===== config.mk =====
export PLATFORM = sky130hd
export DESIGN_NAME = uart_rx_fsm_flat
export DESIGN_NICKNAME = d
export VERILOG_FILES = /design/src/rtl/uart_rx_fsm_if.sv /design/src/rtl/uart_rx_fsm.sv /design/src/flat_wrapper.sv
export SDC_FILE = /design/constraint.sdc
export NUM_CORES = 1
export LEC_CHECK = 0
export CORE_MARGIN = 5
export CORE_UTILIZATION = 57
export DETAILED_ROUTE_END_ITERATION = 8
export GPL_ROUTABILITY_DRIVEN = 0
export PLACE_DENSITY = 0.8
export SETUP_SLACK_MARGIN = 0.3
export SLEW_MARGIN = 15
export SYNTH_ARGS = -nofsm -noshare
export SYNTH_HDL_FRONTEND = slang
export SYNTH_SLANG_ARGS = --single-unit

===== constraint.sdc =====
create_clock -name CLK -period 3.3 [get_ports CLK]
set_input_delay 0.66 -clock CLK [delete_from_list [all_inputs] [get_ports CLK]]
set_output_delay 0.66 -clock CLK [all_outputs]
set_load 0.01 [all_outputs]

===== src/rtl/uart_rx_fsm_if.sv =====
// uart_rx_fsm_if: serial line, checker handshakes and frame result strobes of the UART RX sequencer.
interface uart_rx_fsm_if #(parameter int PRESC_W = 6);
  logic               RX_IN;
  logic [PRESC_W-1:0] Prescale;
  logic               PAR_EN;
  logic               strt_glitch;
  logic               par_err;
  logic               stp_err;
  logic               samp_en;
  logic               deser_en;
  logic               strt_chk_en;
  logic               par_chk_en;
  logic               stp_chk_en;
  logic               data_valid;
  logic               frame_err;
  logic               parity_err;
  modport master (
    output RX_IN, Prescale, PAR_EN, strt_glitch, par_err, stp_err,
    input  samp_en, deser_en, strt_chk_en, par_chk_en, stp_chk_en, data_valid, frame_err, parity_err
  );
  modport slave (
    input  RX_IN, Prescale, PAR_EN, strt_glitch, par_err, stp_err,
    output samp_en, deser_en, strt_chk_en, par_chk_en, stp_chk_en, data_valid, frame_err, parity_err
  );
endinterface


===== src/rtl/uart_rx_fsm.sv =====
// uart_rx_fsm: UART RX sequencer timing each bit with an oversampling edge counter,
// strobing sampler/deserializer/checkers and emitting one result pulse per frame.
module uart_rx_fsm #(
  parameter int DATA_WIDTH = 8,
  parameter int PRESC_W    = 6
) (
  input logic           CLK,
  input logic           RST,
  uart_rx_fsm_if.slave  bus
);
  localparam int BW = (DATA_WIDTH > 1) ? $clog2(DATA_WIDTH) : 1;
  localparam logic [BW-1:0] LAST_BIT = BW'(DATA_WIDTH - 1);
  typedef enum logic [2:0] {IDLE, START, DATA, PARITY, STOP} state_t;
  state_t             state_q, state_d;
  logic [PRESC_W-1:0] edge_q, edge_d, presc_q, presc_d, half, last;
  logic [BW-1:0]      bit_q, bit_d;
  logic               glitch_q, glitch_d, perr_q, perr_d, serr_q, serr_d;
  logic               dv_q, dv_d, fe_q, fe_d, pe_q, pe_d;
  logic               active, bit_end, chk_edge, res_edge;
  assign half     = presc_q >> 1;
  assign last     = presc_q - PRESC_W'(1);
  assign active   = state_q != IDLE;
  assign bit_end  = active && edge_q == last;
  assign chk_edge = active && edge_q == half + PRESC_W'(2);
  assign res_edge = active && edge_q == half + PRESC_W'(3);
  assign bus.samp_en     = active && (edge_q == half - PRESC_W'(1) || edge_q == half || edge_q == half + PRESC_W'(1));
  assign bus.strt_chk_en = chk_edge && state_q == START;
  assign bus.deser_en    = chk_edge && state_q == DATA;
  assign bus.par_chk_en  = chk_edge && state_q == PARITY;
  assign bus.stp_chk_en  = chk_edge && state_q == STOP;
  assign bus.data_valid  = dv_q;
  assign bus.frame_err   = fe_q;
  assign bus.parity_err  = pe_q;
  always_comb begin
    state_d  = state_q;
    edge_d   = edge_q;
    presc_d  = presc_q;
    bit_d    = bit_q;
    glitch_d = glitch_q | (res_edge && state_q == START && bus.strt_glitch);
    perr_d   = perr_q | (res_edge && state_q == PARITY && bus.par_err);
    serr_d   = serr_q | (res_edge && state_q == STOP && bus.stp_err);
    dv_d     = 1'b0;
    fe_d     = 1'b0;
    pe_d     = 1'b0;
    if (!active) begin
      glitch_d = 1'b0;
      perr_d   = 1'b0;
      serr_d   = 1'b0;
      edge_d   = bus.RX_IN ? '0 : PRESC_W'(1);
      state_d  = bus.RX_IN ? IDLE : START;
      presc_d  = bus.RX_IN ? presc_q : bus.Prescale;
    end else begin
      edge_d = bit_end ? '0 : edge_q + PRESC_W'(1);
      // a checker result arriving on the bit-end cycle is folded in through the _d latches
      if (bit_end) begin
        case (state_q)
          START: begin
            state_d = glitch_d ? IDLE : DATA;
            bit_d   = '0;
          end
          DATA: begin
            bit_d   = bit_q + BW'(1);
            state_d = bit_q != LAST_BIT ? DATA : bus.PAR_EN ? PARITY : STOP;
          end
          PARITY: state_d = STOP;
          default: begin
            state_d = IDLE;
            dv_d    = !(perr_d || serr_d);
            fe_d    = serr_d;
            pe_d    = perr_d;
          end
        endcase
      end
    end
  end
  always_ff @(posedge CLK or negedge RST) begin
    if (!RST) begin
      state_q  <= IDLE;
      edge_q   <= '0;
      presc_q  <= '0;
      bit_q    <= '0;
      glitch_q <= 1'b0;
      perr_q   <= 1'b0;
      serr_q   <= 1'b0;
      dv_q     <= 1'b0;
      fe_q     <= 1'b0;
      pe_q     <= 1'b0;
    end else begin
      state_q  <= state_d;
      edge_q   <= edge_d;
      presc_q  <= presc_d;
      bit_q    <= bit_d;
      glitch_q <= glitch_d;
      perr_q   <= perr_d;
      serr_q   <= serr_d;
      dv_q     <= dv_d;
      fe_q     <= fe_d;
      pe_q     <= pe_d;
    end
  end
endmodule


===== src/flat_wrapper.sv =====
// flat-port wrapper written by rule: the top's interface ports become plain ports
module uart_rx_fsm_flat 
#(
  parameter int DATA_WIDTH = 8,
  parameter int PRESC_W    = 6
)
  (CLK, RST, bus_RX_IN, bus_Prescale, bus_PAR_EN, bus_strt_glitch, bus_par_err, bus_stp_err, bus_samp_en, bus_deser_en, bus_strt_chk_en, bus_par_chk_en, bus_stp_chk_en, bus_data_valid, bus_frame_err, bus_parity_err);
  uart_rx_fsm_if #(.PRESC_W(PRESC_W)) bus_i ();
  input logic CLK;
  input logic RST;
  input wire logic [$bits(bus_i.RX_IN)-1:0] bus_RX_IN;
  input wire logic [$bits(bus_i.Prescale)-1:0] bus_Prescale;
  input wire logic [$bits(bus_i.PAR_EN)-1:0] bus_PAR_EN;
  input wire logic [$bits(bus_i.strt_glitch)-1:0] bus_strt_glitch;
  input wire logic [$bits(bus_i.par_err)-1:0] bus_par_err;
  input wire logic [$bits(bus_i.stp_err)-1:0] bus_stp_err;
  output wire logic [$bits(bus_i.samp_en)-1:0] bus_samp_en;
  output wire logic [$bits(bus_i.deser_en)-1:0] bus_deser_en;
  output wire logic [$bits(bus_i.strt_chk_en)-1:0] bus_strt_chk_en;
  output wire logic [$bits(bus_i.par_chk_en)-1:0] bus_par_chk_en;
  output wire logic [$bits(bus_i.stp_chk_en)-1:0] bus_stp_chk_en;
  output wire logic [$bits(bus_i.data_valid)-1:0] bus_data_valid;
  output wire logic [$bits(bus_i.frame_err)-1:0] bus_frame_err;
  output wire logic [$bits(bus_i.parity_err)-1:0] bus_parity_err;
  assign bus_i.RX_IN = bus_RX_IN;
  assign bus_i.Prescale = bus_Prescale;
  assign bus_i.PAR_EN = bus_PAR_EN;
  assign bus_i.strt_glitch = bus_strt_glitch;
  assign bus_i.par_err = bus_par_err;
  assign bus_i.stp_err = bus_stp_err;
  assign bus_samp_en = bus_i.samp_en;
  assign bus_deser_en = bus_i.deser_en;
  assign bus_strt_chk_en = bus_i.strt_chk_en;
  assign bus_par_chk_en = bus_i.par_chk_en;
  assign bus_stp_chk_en = bus_i.stp_chk_en;
  assign bus_data_valid = bus_i.data_valid;
  assign bus_frame_err = bus_i.frame_err;
  assign bus_parity_err = bus_i.parity_err;
  uart_rx_fsm #(.DATA_WIDTH(DATA_WIDTH), .PRESC_W(PRESC_W)) u_core (.CLK(CLK), .RST(RST), .bus(bus_i));
endmodule

# Yosys cells after proc, flatten, opt, wreduce, memory -nomap -nowiden
# Index checks and enable logic that the tools add are counted.
# word_totals
mem_bits_rw,0
n_memories,0
rom_bits,0
latch_bits,0
reg_bits,24
elab_cells,80
inputBits,13
output_inout_bits,8
# classes
n_mul,0
n_addsub,7
eq_ne,12
magnitude_cmp,0
n_reduce_logical,23
shift,0
n_mux,23
n_bitwise,5
div_mod_pow,0
# ops
operator,n
$eq 6x6->1,5
$logic_and 1x1->1,14
$mux 1,14
$add 5x2->6 const B,2
$mux 3,4
$mux 6,2
$pmux 3 s3,1
$add 5x1->6 const B,1
$add 6x1->6 const B,1
$eq 3x2->1 const B,2
$eq 6x5->1,1
$pmux 3 s2,1
$sub 5x1->6 const B,1
$sub 6x1->6 const B,1
$add 3x1->3 const B,1
$eq 3x1->1 const B,1
$eq 3x3->1 const B,1
$logic_or 1x1->1,3
$ne 3x3->1 const B,1
$or 1x1->1,3
$reduce_and 3->1,1
$reduce_bool 3->1,1
$reduce_or 3->1,1
$mux 2,1
5 further kinds,6

# Depth between registers and ports, before layout
# logic_depth
word_depth,11
depth_mapped,9
ltp_nobuf,7

# Worst setup path after synthesis
# OpenSTA, ideal clock, no wires.
# synth_path
path_kind,reg-to-output
start,reg u_core.presc_q[3]
end,out bus_samp_en
path_slack_ns,0.669
t_arrival_ns,1.971
stages_incl_launch_ff,9
required_ns,2.640
n_path_buf,1
cell_sequence,dfrtp_1 > buf_2 > inv_1 > ha_1 > a21boi_0 > nor4b_1 > a311o_1 > o21ai_0 > a31oi_1
# synth_via
elab_chain_len,5
elab_cells_between_ends,8
classes_between,add/sub (2); eq/ne (3); reduce/logical (3)
# synth_lines
item,line,text
start: declaration,uart_rx_fsm.sv:15,"logic [PRESC_W-1:0] edge_q, edge_d, presc_q, presc_d, half, last;"
start signal: assignment,uart_rx_fsm.sv:91,presc_q <= presc_d;
$sub 5x1->6,uart_rx_fsm.sv:26,assign bus.samp_en = active && (edge_q == half - PRESC_W'(1) || edge_q == half || edge_q == half + PRESC_W'(1) ...
$eq 6x6->1,uart_rx_fsm.sv:26,
$logic_or 1x1->1,uart_rx_fsm.sv:26,
$logic_or 1x1->1 (*),uart_rx_fsm.sv:26,
$logic_and 1x1->1 (*),uart_rx_fsm.sv:26,
end: declaration,flat_wrapper.sv:17,output wire logic [$bits(bus_i.samp_en)-1:0] bus_samp_en;
# Mark *: on every way between the ends. The rest lies on a longest branch, timed or not.

# Worst setup path after layout
# layout_path
start,reg u_core.presc_q[2]
end,out bus_deser_en
# layout_via
elab_chain_len,4
# layout_lines
item,line,text
$add 5x2->6,uart_rx_fsm.sv:24,assign chk_edge = active && edge_q == half + PRESC_W'(2);
$eq 6x6->1,uart_rx_fsm.sv:24,
$logic_and 1x1->1,uart_rx_fsm.sv:24,
$logic_and 1x1->1,uart_rx_fsm.sv:28,assign bus.deser_en = chk_edge && state_q == DATA;
end: declaration,flat_wrapper.sv:18,output wire logic [$bits(bus_i.deser_en)-1:0] bus_deser_en;
# No other way between the ends.

==> flow_summary.toml <==
[status]
status = "finished, final reports clean"

[critical_path]
crit_fanout = 8
r2r-end = "u_core.bus.data_valid$_DFF_PN0_"
crit_type = "register to primary output"
required_ns = 2.64
reg2regPathDepth = 6
r2r_slack_ns = 1.01
r2r_start = "u_core.presc_q[4]$_DFFE_PN0P_"
startpoint_type = "register"
cp.arrival_ns = 2.45
end_kind = "primary output"

[floorplanning]
die-area_um2 = 4790
die_y_um = 69.2
die_w_um = 69.2
initial_core_util_pct = 59.4
coreArea_um2 = 3360
placementRows = 21
ios = 21

[synthesis]
netlist_area_um2 = 2000
synthArstFlopShare_pct = 100
yosys.area.top_type = "dfrtp_1"
synth_sequential_area_ratio_pct = 30.1
avgSynthCellArea_um2 = 8.64
synthTopCellsByCount = "dfrtp_1, xnor2_1, xor2_1"
synthFlopType = "dfrtp_1"
yosys_warnings = 0
syn_nets = 255
yosys.cell_count.top_type = "dfrtp_1"
yosys.area.top_type_share_pct = 30.1
yosys.cell_types.count = 53
synth_edf_count = 0
yosys-top-cells-area = "dfrtp_1, ha_1, xnor2_1"
ys_seq_elements = 24
syn_inst = 231

[timing]
timing.max_slew.rel_slack_pct = 46.9
finalHoldViolCount = 0
finClkSkew_ns = 0.00505
slew_viol_final = 0
fin_crit_sh_pct = 94.2
fmaxAchievable_ghz = 0.322
rsz0062_at_grt = "true"
worst_pin_slew_ns = 0.785
setup_ws_ns = 0.191
final.setup.tns_ns = 0
setup_viol_count_final = 0
fin_crit_ns = 3.11

[min_path]
worstHoldPathCells = 1
min_to = "u_core.bus.parity_err$_DFF_PN0_"
hold_start = "u_core.perr_q$_DFF_PN0_"
hold_path.class = "register to register"

[route]
firstDrtPassIters = 4
wirelength_um = 4700
detail-route-antenna-nets = 0
avgRoutedWirePerCell_um = 15.8
first_iter_violations = 124
routed_via_density = 6.04
num_vias = 1795
drc = 0

[placement]
dp_hpwl_um = 3410
portBuffers = 20
pre_cts_ws_ns = 0.0826

[cells_and_area]
nFillCells = 308
fin_nets = 276
n_antenna_cell = 0
multi_input_area_um2 = 1300
regArea_um2 = 604
area_growth_pct = 17.8
drive_gt1_share_pct = 15.5

[cts]
clk_pin_slew_ns = 0.15
clock-sinks = 24
clk_latency_ns = 0.33
cts_tree = "built"
root_buffer = "clkbuf_4"
h-tree-depth = 1
cts_made_buffers = 3
postCtsHoldBufs = 0
ctsLongestPathBuffers = 2

[power]
p_per_area_nw_per_um2 = 1060
p_leak_nw = 0.967
max-vdd-ir-drop_mv = 0.649

[global_route]
grt_pass1_vias = 1693
grt-ovfl-total = 0
antenna_found_initial = 0
grt_use_total_pct = 19.8
grt_pass1_wl_um = 7980
grt_max_degree = 25

[flow_run]
drv_cap = 0
-- through the flow --
| step | util, % | power, mW | instance area (µm²) | hold WS (ns) | cells |
|---|---|---|---|---|---|
| detailed placement | 66.6 | 2.14 | 2240 | 0.507 | 290 |
| finish | 69.9 | 2.48 | 2350 | 0.533 | 297 |
| floorplan | - | 1.79 | 2000 | 0.364 | 231 |
| global route | 69.9 | 2.70 | 2350 | 0.564 | 297 |
| CTS | 69.6 | 2.44 | 2340 | 0.539 | 297 |
| global placement | 66.6 | 2.11 | 2240 | 0.505 | 290 |
-- report_power, final --
| group | leakage, nW | internal [mW] | total (mW) | switching, mW |
|---|---|---|---|---|
| clock network | 0.0279 | 0.123 | 0.223 | 0.100 |
| registers | 0.294 | 0.414 | 0.631 | 0.217 |
| logic | 0.645 | 0.742 | 1.63 | 0.886 |
| total | 0.967 | 1.28 | 2.48 | 1.20 |
-- how the worst max path moves through the flow --
stage	depth (start not counted)	end	from
finish	7	bus_deser_en	u_core.presc_q[2]$_DFFE_PN0P_
global route	8	bus_stp_chk_en	u_core.presc_q[2]$_DFFE_PN0P_
CTS	7	bus_deser_en	u_core.presc_q[2]$_DFFE_PN0P_
detailed placement	8	bus_samp_en	u_core.presc_q[2]$_DFFE_PN0P_
global placement	8	bus_samp_en	u_core.presc_q[2]$_DFFE_PN0P_
floorplan	8	bus_samp_en	u_core.presc_q[3]$_DFFE_PN0P_
-- worst max-delay path, stage by stage, from the launching register on --
cell and delay, ns:
dfrtp_2 0.44, ha_2 0.28, xor2_1 0.18, nor2_1 0.06, o31ai_1 0.26, nand3_1 0.21, nor2_1 0.14, clkdlybuf4s50_1 0.54
-- layout by cell type, fill, tap and decap left out, types with 3 or more instances in the layout --
cell type	n
a21oi_1	4
and2_1	4
and3_1	9
buf_4	13
clkbuf_4	3
clkdlybuf4s50_1	17
dfrtp_1	21
dfrtp_2	3
ha_1	9
inv_1	9
nand2_1	12
nand3_1	8
nand4_1	3
nor2_1	12
nor2b_1	9
nor3_1	9
nor4_1	5
o211ai_1	3
o21ai_0	11
o31ai_1	4
or2_2	3
or3_1	4
xnor2_1	13
xor2_1	13
-- state kept, by name, summed over array words and instances, names as in the netlist --
register               cells
u_core.bit_q               3
u_core.perr_q              1
u_core.serr_q              1
u_core.glitch_q            1
u_core.state_q             3
u_core.presc_q             6
u_core.edge_q              6
u_core.bus.frame_err       1
u_core.bus.data_valid      1
u_core.bus.parity_err      1
-- final cells by class --
cell class / instances / area share (%)
tap: 46 / 2.45
clock buffer: 3 / 0.957
timing repair buffer: 33 / 12.3
clock inverter: 1 / 1.28
inverter: 12 / 2.02
sequential: 24 / 25.7
multi-input combinational: 178 / 55.3
-- logic make-up (layout without fill, tap and decap cells) --
group | Yosys count | in the layout | share of synthesized area, %
compound gates | 46 | 46 | 16.6
xor+xnor | 26 | 26 | 11.4
fa+ha+maj | 11 | 11 | 6.89
buf+inv | 29 | 49 | 6.83
flops | 24 | 24 | 30.1
mux | 4 | 4 | 2.13
simple gates | 91 | 91 | 26.1
-- timing repair --
item	in CTS	in global routing
setup endpoints to repair	5	5
pin swaps	1	1
setup buffers	3	0
resized for setup	16	5
-- layer usage --
metal	share of wire, %	global-route usage [%]
met5	0	0
met1	46	28.3
met4	1.6	5.42
met3	5.7	2.17
met2	47	31.6
Note: power is estimated with default switching activity, not from simulation.
